`config.mk`:
```
export PLATFORM = sky130hd
export DESIGN_NAME = datetime_set_ctrl
export DESIGN_NICKNAME = d
export VERILOG_FILES = /design/src/rtl/datetime_pkg.sv /design/src/rtl/datetime_set_ctrl_btn_debounce.sv /design/src/rtl/datetime_set_ctrl.sv
export SDC_FILE = /design/constraint.sdc
export NUM_CORES = 1
export LEC_CHECK = 0
export CORE_MARGIN = 1.5
export CORE_UTILIZATION = 54
export CTS_CLUSTER_DIAMETER = 80
export CTS_CLUSTER_SIZE = 12
export DETAILED_ROUTE_END_ITERATION = 6
export PLACE_DENSITY = 0.77
export SYNTH_ARGS = -nofsm -noshare
export SYNTH_HDL_FRONTEND = slang
export SYNTH_HIERARCHICAL = 1
export SYNTH_SLANG_ARGS = --single-unit
```
`constraint.sdc`:
```
create_clock -name clk -period 3.65 [get_ports clk]
set_clock_uncertainty 0.15 [all_clocks]
set_input_delay 0.9125 -clock clk [delete_from_list [all_inputs] [get_ports clk]]
set_output_delay 0.9125 -clock clk [all_outputs]
set_load 0.02 [all_outputs]
```
`src/rtl/datetime_pkg.sv`:
```
// Shared field encoding, range limits and calendar helpers for the date/time setter.
package datetime_pkg;

  typedef enum logic [2:0] {
    F_NORMAL = 3'd0,
    F_SS     = 3'd1,
    F_MI     = 3'd2,
    F_HH     = 3'd3,
    F_DD     = 3'd4,
    F_MO     = 3'd5,
    F_YL     = 3'd6,
    F_YH     = 3'd7
  } field_e;

  localparam logic [6:0] SEC_MAX   = 7'd59;
  localparam logic [6:0] MIN_MAX   = 7'd59;
  localparam logic [6:0] HOUR_MAX  = 7'd23;
  localparam logic [6:0] DAY_MIN   = 7'd1;
  localparam logic [6:0] MONTH_MIN = 7'd1;
  localparam logic [6:0] MONTH_MAX = 7'd12;
  localparam logic [6:0] YEAR_MAX  = 7'd99;

  localparam logic [5:0] RST_SEC   = 6'd0;
  localparam logic [5:0] RST_MIN   = 6'd0;
  localparam logic [4:0] RST_HOUR  = 5'd0;
  localparam logic [4:0] RST_DAY   = 5'd1;
  localparam logic [3:0] RST_MONTH = 4'd1;

  // Century years are leap only when year_hi is a multiple of four.
  function automatic logic is_leap(input logic [6:0] year_hi, input logic [6:0] year_lo);
    if (year_lo != 7'd0) is_leap = (year_lo[1:0] == 2'd0);
    else                 is_leap = (year_hi[1:0] == 2'd0);
  endfunction

  function automatic logic [4:0] days_in_month(input logic [3:0] month,
                                               input logic [6:0] year_hi,
                                               input logic [6:0] year_lo);
    case (month)
      4'd4, 4'd6, 4'd9, 4'd11: days_in_month = 5'd30;
      4'd2:    days_in_month = is_leap(year_hi, year_lo) ? 5'd29 : 5'd28;
      default: days_in_month = 5'd31;
    endcase
  endfunction

  function automatic logic [6:0] step_wrap(input logic [6:0] val, input logic [6:0] lo,
                                           input logic [6:0] hi, input logic up);
    if (up) step_wrap = (val >= hi) ? lo : val + 7'd1;
    else    step_wrap = (val <= lo) ? hi : val - 7'd1;
  endfunction

endpackage

```
`src/rtl/datetime_set_ctrl_btn_debounce.sv`:
```
// Button conditioner: 2-FF synchronizer, stable-level debounce and a one-cycle press pulse.
// With DTSET_AUTOREPEAT_EN defined, a held button also emits periodic repeat steps.
module btn_debounce
  import datetime_pkg::*;
#(
  parameter int DEBOUNCE_CYCLES = 50000
`ifdef DTSET_AUTOREPEAT_EN
  , parameter bit REPEAT_EN     = 1'b0
  , parameter int REPEAT_DELAY  = 25000000
  , parameter int REPEAT_PERIOD = 5000000
`endif
) (
  input  logic clk,
  input  logic rst,
  input  logic btn_n,
  output logic step
);

  localparam int CW = $clog2(DEBOUNCE_CYCLES + 1);

  logic          sync1_q, sync1_d;
  logic          sync2_q, sync2_d;
  logic          level_q, level_d;
  logic          press_q, press_d;
  logic [CW-1:0] cnt_q, cnt_d;

  always_ff @(posedge clk or negedge rst) begin
    if (!rst) begin
      sync1_q <= 1'b1;
      sync2_q <= 1'b1;
      level_q <= 1'b1;
      press_q <= 1'b0;
      cnt_q   <= '0;
    end else begin
      sync1_q <= sync1_d;
      sync2_q <= sync2_d;
      level_q <= level_d;
      press_q <= press_d;
      cnt_q   <= cnt_d;
    end
  end

  // Counter runs only while the synced level disagrees with the accepted level.
  always_comb begin
    sync1_d = btn_n;
    sync2_d = sync1_q;
    level_d = level_q;
    cnt_d   = '0;
    if (sync2_q != level_q) begin
      if (cnt_q == CW'(DEBOUNCE_CYCLES - 1)) level_d = sync2_q;
      else                                   cnt_d   = cnt_q + CW'(1);
    end
    press_d = level_q & ~level_d;
  end

`ifdef DTSET_AUTOREPEAT_EN
  localparam int RMAX = (REPEAT_DELAY > REPEAT_PERIOD) ? REPEAT_DELAY : REPEAT_PERIOD;
  localparam int RW   = $clog2(RMAX + 1);

  logic [RW-1:0] rpt_cnt_q, rpt_cnt_d;
  logic          rpt_phase_q, rpt_phase_d;
  logic          rpt_q, rpt_d;

  always_ff @(posedge clk or negedge rst) begin
    if (!rst) begin
      rpt_cnt_q   <= '0;
      rpt_phase_q <= 1'b0;
      rpt_q       <= 1'b0;
    end else begin
      rpt_cnt_q   <= rpt_cnt_d;
      rpt_phase_q <= rpt_phase_d;
      rpt_q       <= rpt_d;
    end
  end

  // Phase 0 waits out the initial delay, phase 1 paces the following repeats.
  always_comb begin
    rpt_cnt_d   = '0;
    rpt_phase_d = 1'b0;
    rpt_d       = 1'b0;
    if (REPEAT_EN && !level_q && !press_q) begin
      rpt_phase_d = rpt_phase_q;
      if (rpt_cnt_q == (rpt_phase_q ? RW'(REPEAT_PERIOD - 1) : RW'(REPEAT_DELAY - 1))) begin
        rpt_d       = 1'b1;
        rpt_phase_d = 1'b1;
      end else begin
        rpt_cnt_d = rpt_cnt_q + RW'(1);
      end
    end
  end

  assign step = press_q | rpt_q;
`else
  assign step = press_q;
`endif

endmodule

```
`src/rtl/datetime_set_ctrl.sv`:
```
// Calendar/time register owner: ticks in NORMAL, edits the selected field from buttons otherwise.
// Optional auto-repeat of up/down steps is enabled with DTSET_AUTOREPEAT_EN.
module datetime_set_ctrl
  import datetime_pkg::*;
#(
  parameter int DEBOUNCE_CYCLES = 50000,
  parameter int RESET_YEAR_HI   = 20,
  parameter int RESET_YEAR_LO   = 0
`ifdef DTSET_AUTOREPEAT_EN
  , parameter int REPEAT_DELAY  = 25000000
  , parameter int REPEAT_PERIOD = 5000000
`endif
) (
  input  logic       clk,
  input  logic       rst,
  input  logic       tick_1hz,
  input  logic       mode_btn_n,
  input  logic       up_btn_n,
  input  logic       down_btn_n,
  output logic [2:0] field,
  output logic       editing,
  output logic [5:0] sec,
  output logic [5:0] min,
  output logic [4:0] hour,
  output logic [4:0] day,
  output logic [3:0] month,
  output logic [6:0] year_lo,
  output logic [6:0] year_hi
);

  logic mode_p, up_p, dn_p;

  btn_debounce #(
    .DEBOUNCE_CYCLES(DEBOUNCE_CYCLES)
`ifdef DTSET_AUTOREPEAT_EN
    , .REPEAT_EN(1'b0), .REPEAT_DELAY(REPEAT_DELAY), .REPEAT_PERIOD(REPEAT_PERIOD)
`endif
  ) u_mode (.clk(clk), .rst(rst), .btn_n(mode_btn_n), .step(mode_p));

  btn_debounce #(
    .DEBOUNCE_CYCLES(DEBOUNCE_CYCLES)
`ifdef DTSET_AUTOREPEAT_EN
    , .REPEAT_EN(1'b1), .REPEAT_DELAY(REPEAT_DELAY), .REPEAT_PERIOD(REPEAT_PERIOD)
`endif
  ) u_up (.clk(clk), .rst(rst), .btn_n(up_btn_n), .step(up_p));

  btn_debounce #(
    .DEBOUNCE_CYCLES(DEBOUNCE_CYCLES)
`ifdef DTSET_AUTOREPEAT_EN
    , .REPEAT_EN(1'b1), .REPEAT_DELAY(REPEAT_DELAY), .REPEAT_PERIOD(REPEAT_PERIOD)
`endif
  ) u_dn (.clk(clk), .rst(rst), .btn_n(down_btn_n), .step(dn_p));

  field_e     field_q, field_d;
  logic [5:0] sec_q, sec_d, min_q, min_d;
  logic [4:0] hour_q, hour_d, day_q, day_d;
  logic [3:0] month_q, month_d;
  logic [6:0] year_lo_q, year_lo_d, year_hi_q, year_hi_d;
  logic [4:0] dim_cur, dim_new;
  logic       step_up, step_dn;

  always_ff @(posedge clk or negedge rst) begin
    if (!rst) begin
      field_q   <= F_NORMAL;
      sec_q     <= RST_SEC;
      min_q     <= RST_MIN;
      hour_q    <= RST_HOUR;
      day_q     <= RST_DAY;
      month_q   <= RST_MONTH;
      year_lo_q <= 7'(RESET_YEAR_LO);
      year_hi_q <= 7'(RESET_YEAR_HI);
    end else begin
      field_q   <= field_d;
      sec_q     <= sec_d;
      min_q     <= min_d;
      hour_q    <= hour_d;
      day_q     <= day_d;
      month_q   <= month_d;
      year_lo_q <= year_lo_d;
      year_hi_q <= year_hi_d;
    end
  end

  assign dim_cur = days_in_month(month_q, year_hi_q, year_lo_q);

  // Mode wins over up/down; simultaneous up+down cancels; ticks only count in NORMAL.
  always_comb begin
    field_d   = field_q;
    sec_d     = sec_q;
    min_d     = min_q;
    hour_d    = hour_q;
    day_d     = day_q;
    month_d   = month_q;
    year_lo_d = year_lo_q;
    year_hi_d = year_hi_q;
    dim_new   = dim_cur;
    step_up   = up_p & ~dn_p;
    step_dn   = dn_p & ~up_p;

    if (mode_p) begin
      field_d = field_e'(field_q + 3'd1);
    end else if (field_q != F_NORMAL) begin
      if (step_up || step_dn) begin
        case (field_q)
          F_SS:    sec_d     = 6'(step_wrap(7'(sec_q), 7'd0, SEC_MAX, step_up));
          F_MI:    min_d     = 6'(step_wrap(7'(min_q), 7'd0, MIN_MAX, step_up));
          F_HH:    hour_d    = 5'(step_wrap(7'(hour_q), 7'd0, HOUR_MAX, step_up));
          F_DD:    day_d     = 5'(step_wrap(7'(day_q), DAY_MIN, 7'(dim_cur), step_up));
          F_MO:    month_d   = 4'(step_wrap(7'(month_q), MONTH_MIN, MONTH_MAX, step_up));
          F_YL:    year_lo_d = step_wrap(year_lo_q, 7'd0, YEAR_MAX, step_up);
          F_YH:    year_hi_d = step_wrap(year_hi_q, 7'd0, YEAR_MAX, step_up);
          default: ;
        endcase
        dim_new = days_in_month(month_d, year_hi_d, year_lo_d);
        if ((field_q inside {F_MO, F_YL, F_YH}) && (day_q > dim_new)) day_d = dim_new;
      end
    end else if (tick_1hz) begin
      if (sec_q == 6'd59) begin
        sec_d = 6'd0;
        if (min_q == 6'd59) begin
          min_d = 6'd0;
          if (hour_q == 5'd23) begin
            hour_d = 5'd0;
            if (day_q == dim_cur) begin
              day_d = 5'd1;
              if (month_q == 4'd12) begin
                month_d = 4'd1;
                if (year_lo_q == 7'd99) begin
                  year_lo_d = 7'd0;
                  year_hi_d = (year_hi_q == 7'd99) ? 7'd0 : year_hi_q + 7'd1;
                end else begin
                  year_lo_d = year_lo_q + 7'd1;
                end
              end else begin
                month_d = month_q + 4'd1;
              end
            end else begin
              day_d = day_q + 5'd1;
            end
          end else begin
            hour_d = hour_q + 5'd1;
          end
        end else begin
          min_d = min_q + 6'd1;
        end
      end else begin
        sec_d = sec_q + 6'd1;
      end
    end
  end

  assign field   = field_q;
  assign editing = (field_q != F_NORMAL);
  assign sec     = sec_q;
  assign min     = min_q;
  assign hour    = hour_q;
  assign day     = day_q;
  assign month   = month_q;
  assign year_lo = year_lo_q;
  assign year_hi = year_hi_q;

endmodule
```
==> metrics.txt <==
initial antenna violation count 0; final setup margin -0.111 ns; synth unique cells 76; required time worst endpoint approximately 3.8 ns; PwrDens just over 300 nW/µm²; CP endpoint kind flop; crit path max fanout 4; GR Overflow Total 0; Critical Path Start Type flop; initial core utilization 0.551; Core Region about 13000 µm²; Syn Inst Count between 800 and 900; setup repair after global routing missed its margin yes; fin nets about 1000; result of the run finished, violations left; Cell Rows between 40 and 50; # diodes 0; Critical Path AT 3.91 ns; Final Hold Fails 0; Pre-antenna DRT Iters 5; Crit path max-delay family compound AO/OA/AOI/OAI gates; fmax 266 MHz; Design Area, Final around 9000 µm²; die area 14100 µm²; synthesized area per cell ~8.5 µm²; via count 6951; number of port buffers between 40 and 50; Critical Path, Cell by Cell inv_2 -> ha_4 -> nor2_4 -> a211oi_2 -> o22a_1 -> or3_4 -> buf_4 -> nor2_2 -> ha_1 -> a2111o_1 -> a211o_1 -> or3b_1 -> o22ai_1 -> a221o_1; Clock Sinks around 100; first-pass GRT wire length 30.8 mm; VDD IR-drop max ~0.28 mV; Yosys reg bits 103; Lkg Pwr around 3.7 nW; Final Routed Wirelength around 19 mm; cts bufs inserted 9; storage element area 2600 µm²; Post-Layout Cell Count 1147; layout cell share with drive strength beyond 1 0.209; maxcap violations 0; worst setup path class flop to flop; Synth Flop Type dfrtp_1; worst skew pair latency between 0.3 and 0.4 ns; violated checks setup timing; Post-DP Area about 8500 µm²; die height 119 µm; multi-input logic area approximately 4500 µm²; FFs w/ async S/R, synth 1.00; largest net degree at the start of global routing between 40 and 50; Rel. slew slack 0.547; DP HPWL about 13 mm; clock buffer depth 2; Clock transition at path regs about 0.070 ns; vias in the first global route around 6500; Worst path slowest cell dfstp_2; filler cell count slightly above 1000; syn_nets between 800 and 900; Routed Antenna Nets 0; Synth warnings 6; Crit path buffers/inverters 2; die width roughly 120 µm; Setup TNS -0.111 ns; cell area after synthesis 7230 µm²; register area share after synthesis 0.359; period utilisation layout 1.03; EDFF count, synth 0; area delta synth->final 25.7%; CTS tree done; post-DR vias/cell around 6; min-delay worst type flop to flop; CTS Root Cell clkbuf_16; I/O pin total 50; crit-path max cell delay approximately 0.60 ns; GP Congestion a little under 1; placed insts 1122; Tot GR Track Use 0.267; Worst Max-Slew Pin Slew a little under 0.7 ns; First DRT Iteration DRCs 792; Wirelength per Cell 16.3 µm; min Tclk post-route roughly 3.8 ns; number of H-tree branching levels 3; Remaining DRCs 0; Pins Over Slew Limit 0; final setup violation count 1
## layout by cell type (no fill, tap or decap), drive strengths merged, types with 11 or more instances in the layout
master	Yosys	routed
nand2	57	57
dfrtp	90	90
inv	47	48
o21ai	60	60
dfstp	13	13
ha	33	33
o31ai	16	16
buf	16	96
and3	12	12
nand3	41	41
nor4	12	12
clkbuf	27	11
a21oi	52	52
clkdlybuf4s50	0	48
a31oi	14	14
nor3	33	33
xor2	17	17
nor2	100	100
xnor2	39	39
nand2b	11	11
nand4	17	17
## area by class of cell
type                            instances  area share
Multi-Input combinational cell        661       0.498
Sequential cell                       103       0.286
Timing Repair Buffer                  144       0.136
Clock buffer                           11      0.0267
Tap cell                              176      0.0242
Inverter                               47      0.0200
Clock inverter                          5     0.00867
## worst register-to-register path, delay by kind of cell (launching register included)
family / cells / cell delay [ns]
buf+inv: 2 / 0.22
flops: 1 / 0.60
fa+ha+maj: 2 / 0.43
simple gates: 4 / 1.04
compound gates: 6 / 1.26
## per-layer routing
metal  global-route usage  part of all wire  up-vias
met3               0.0502             0.062       48
met4               0.0919             0.022        0
met5                    0                 0        -
met1                0.359              0.44     3322
li1                     -                 -     3320
met2                0.432              0.47      261
## stage by stage
stage | hold slack (ns) | worst slack [ns] | utilization | power [W]
3_5_place_dp | 0.197 | -0.206 | 0.646 | 0.00170
5_1_grt | 0.210 | -0.272 | 0.692 | 0.00287
6_report | 0.207 | -0.111 | 0.692 | 0.00276
4_1_cts | 0.208 | -0.0443 | 0.680 | 0.00277
3_3_place_gp | 0.196 | -0.0930 | 0.646 | 0.00169
2_1_floorplan | 0.195 | -0.125 | - | 0.00154
## registers in the layout, summed over array words and instances, names as in the netlist, 6 cells and up
signal        flops
u_dn/cnt_q       16
u_mode/cnt_q     16
u_up/cnt_q       16
year_hi           7
year_lo           7
min               6
sec               6
## synth_stat cells, types with 7 or more instances
| library cell | instances | area share |
|---|---|---|
| xnor2_1 | 39 | 0.047 |
| and3_1 | 12 | 0.010 |
| xor2_1 | 17 | 0.021 |
| o22ai_1 | 7 | 0.0061 |
| nand4_1 | 11 | 0.0095 |
| a211oi_1 | 8 | 0.0083 |
| o31ai_1 | 16 | 0.017 |
| ha_1 | 33 | 0.057 |
| nor3_1 | 33 | 0.023 |
| nor2b_1 | 7 | 0.0061 |
| dfrtp_1 | 90 | 0.31 |
| nand3_1 | 37 | 0.026 |
| a31oi_1 | 14 | 0.012 |
| a21oi_1 | 52 | 0.036 |
| nor4_1 | 10 | 0.0086 |
| buf_2 | 11 | 0.0076 |
| nor3b_1 | 8 | 0.0083 |
| clkbuf_1 | 27 | 0.014 |
| nand2b_1 | 11 | 0.0095 |
| nor2_1 | 100 | 0.052 |
| or3_1 | 8 | 0.0069 |
| o21ai_0 | 59 | 0.041 |
| inv_1 | 46 | 0.024 |
| nand2_1 | 54 | 0.028 |
| dfstp_2 | 13 | 0.047 |
## worst paths after layout
check / end / slack, ns / start / depth (start not counted)
worst max-delay path: day[0]$_DFFE_PN1P_ / -0.11 / month[0]$_DFFE_PN1P_ / 14
worst min-delay path: u_mode/sync2_q$_DFF_PN1_ / 0.21 / u_mode/sync1_q$_DFF_PN1_ / 0
worst max register to register: day[0]$_DFFE_PN1P_ / -0.11 / month[0]$_DFFE_PN1P_ / 14
worst min register to register: u_mode/sync2_q$_DFF_PN1_ / 0.21 / u_mode/sync1_q$_DFF_PN1_ / 0
max in group asynchronous: day[0]$_DFFE_PN1P_ / 2.22 / rst / 2
min in group asynchronous: year_lo[6]$_DFFE_PN0P_ / 0.38 / rst / 1
## where the power goes
part	internal (W)	switching [W]
Combinational	0.000170	0.000211
Sequential	0.00119	0.000107
Clock	0.000621	0.000454
Total	0.00198	0.000772
## kinds of logic (layout without fill, tap and decap cells)
group / after synthesis / after routing / share of synthesized area
buffers and inverters: 90 / 207 / 0.0521
and+or+nand+nor: 335 / 335 / 0.245
muxes: 9 / 9 / 0.0135
AOI/OAI and AO/OA: 228 / 228 / 0.206
DFF: 103 / 103 / 0.359
xor gates and xnor gates: 56 / 56 / 0.0678
adders and majority gates: 33 / 33 / 0.0571
## timing repair
item / in CTS / in global routing
endpoints found under the hold margin: 0 / 0
gates resized for setup: 25 / 28
setup endpoints to repair: 5 / 6
setup buffers: 5 / 5
gates cloned: 0 / 0
pin swaps: 10 / 21
hold buffers: 0 / 0
(Power assumes the default switching activity.)
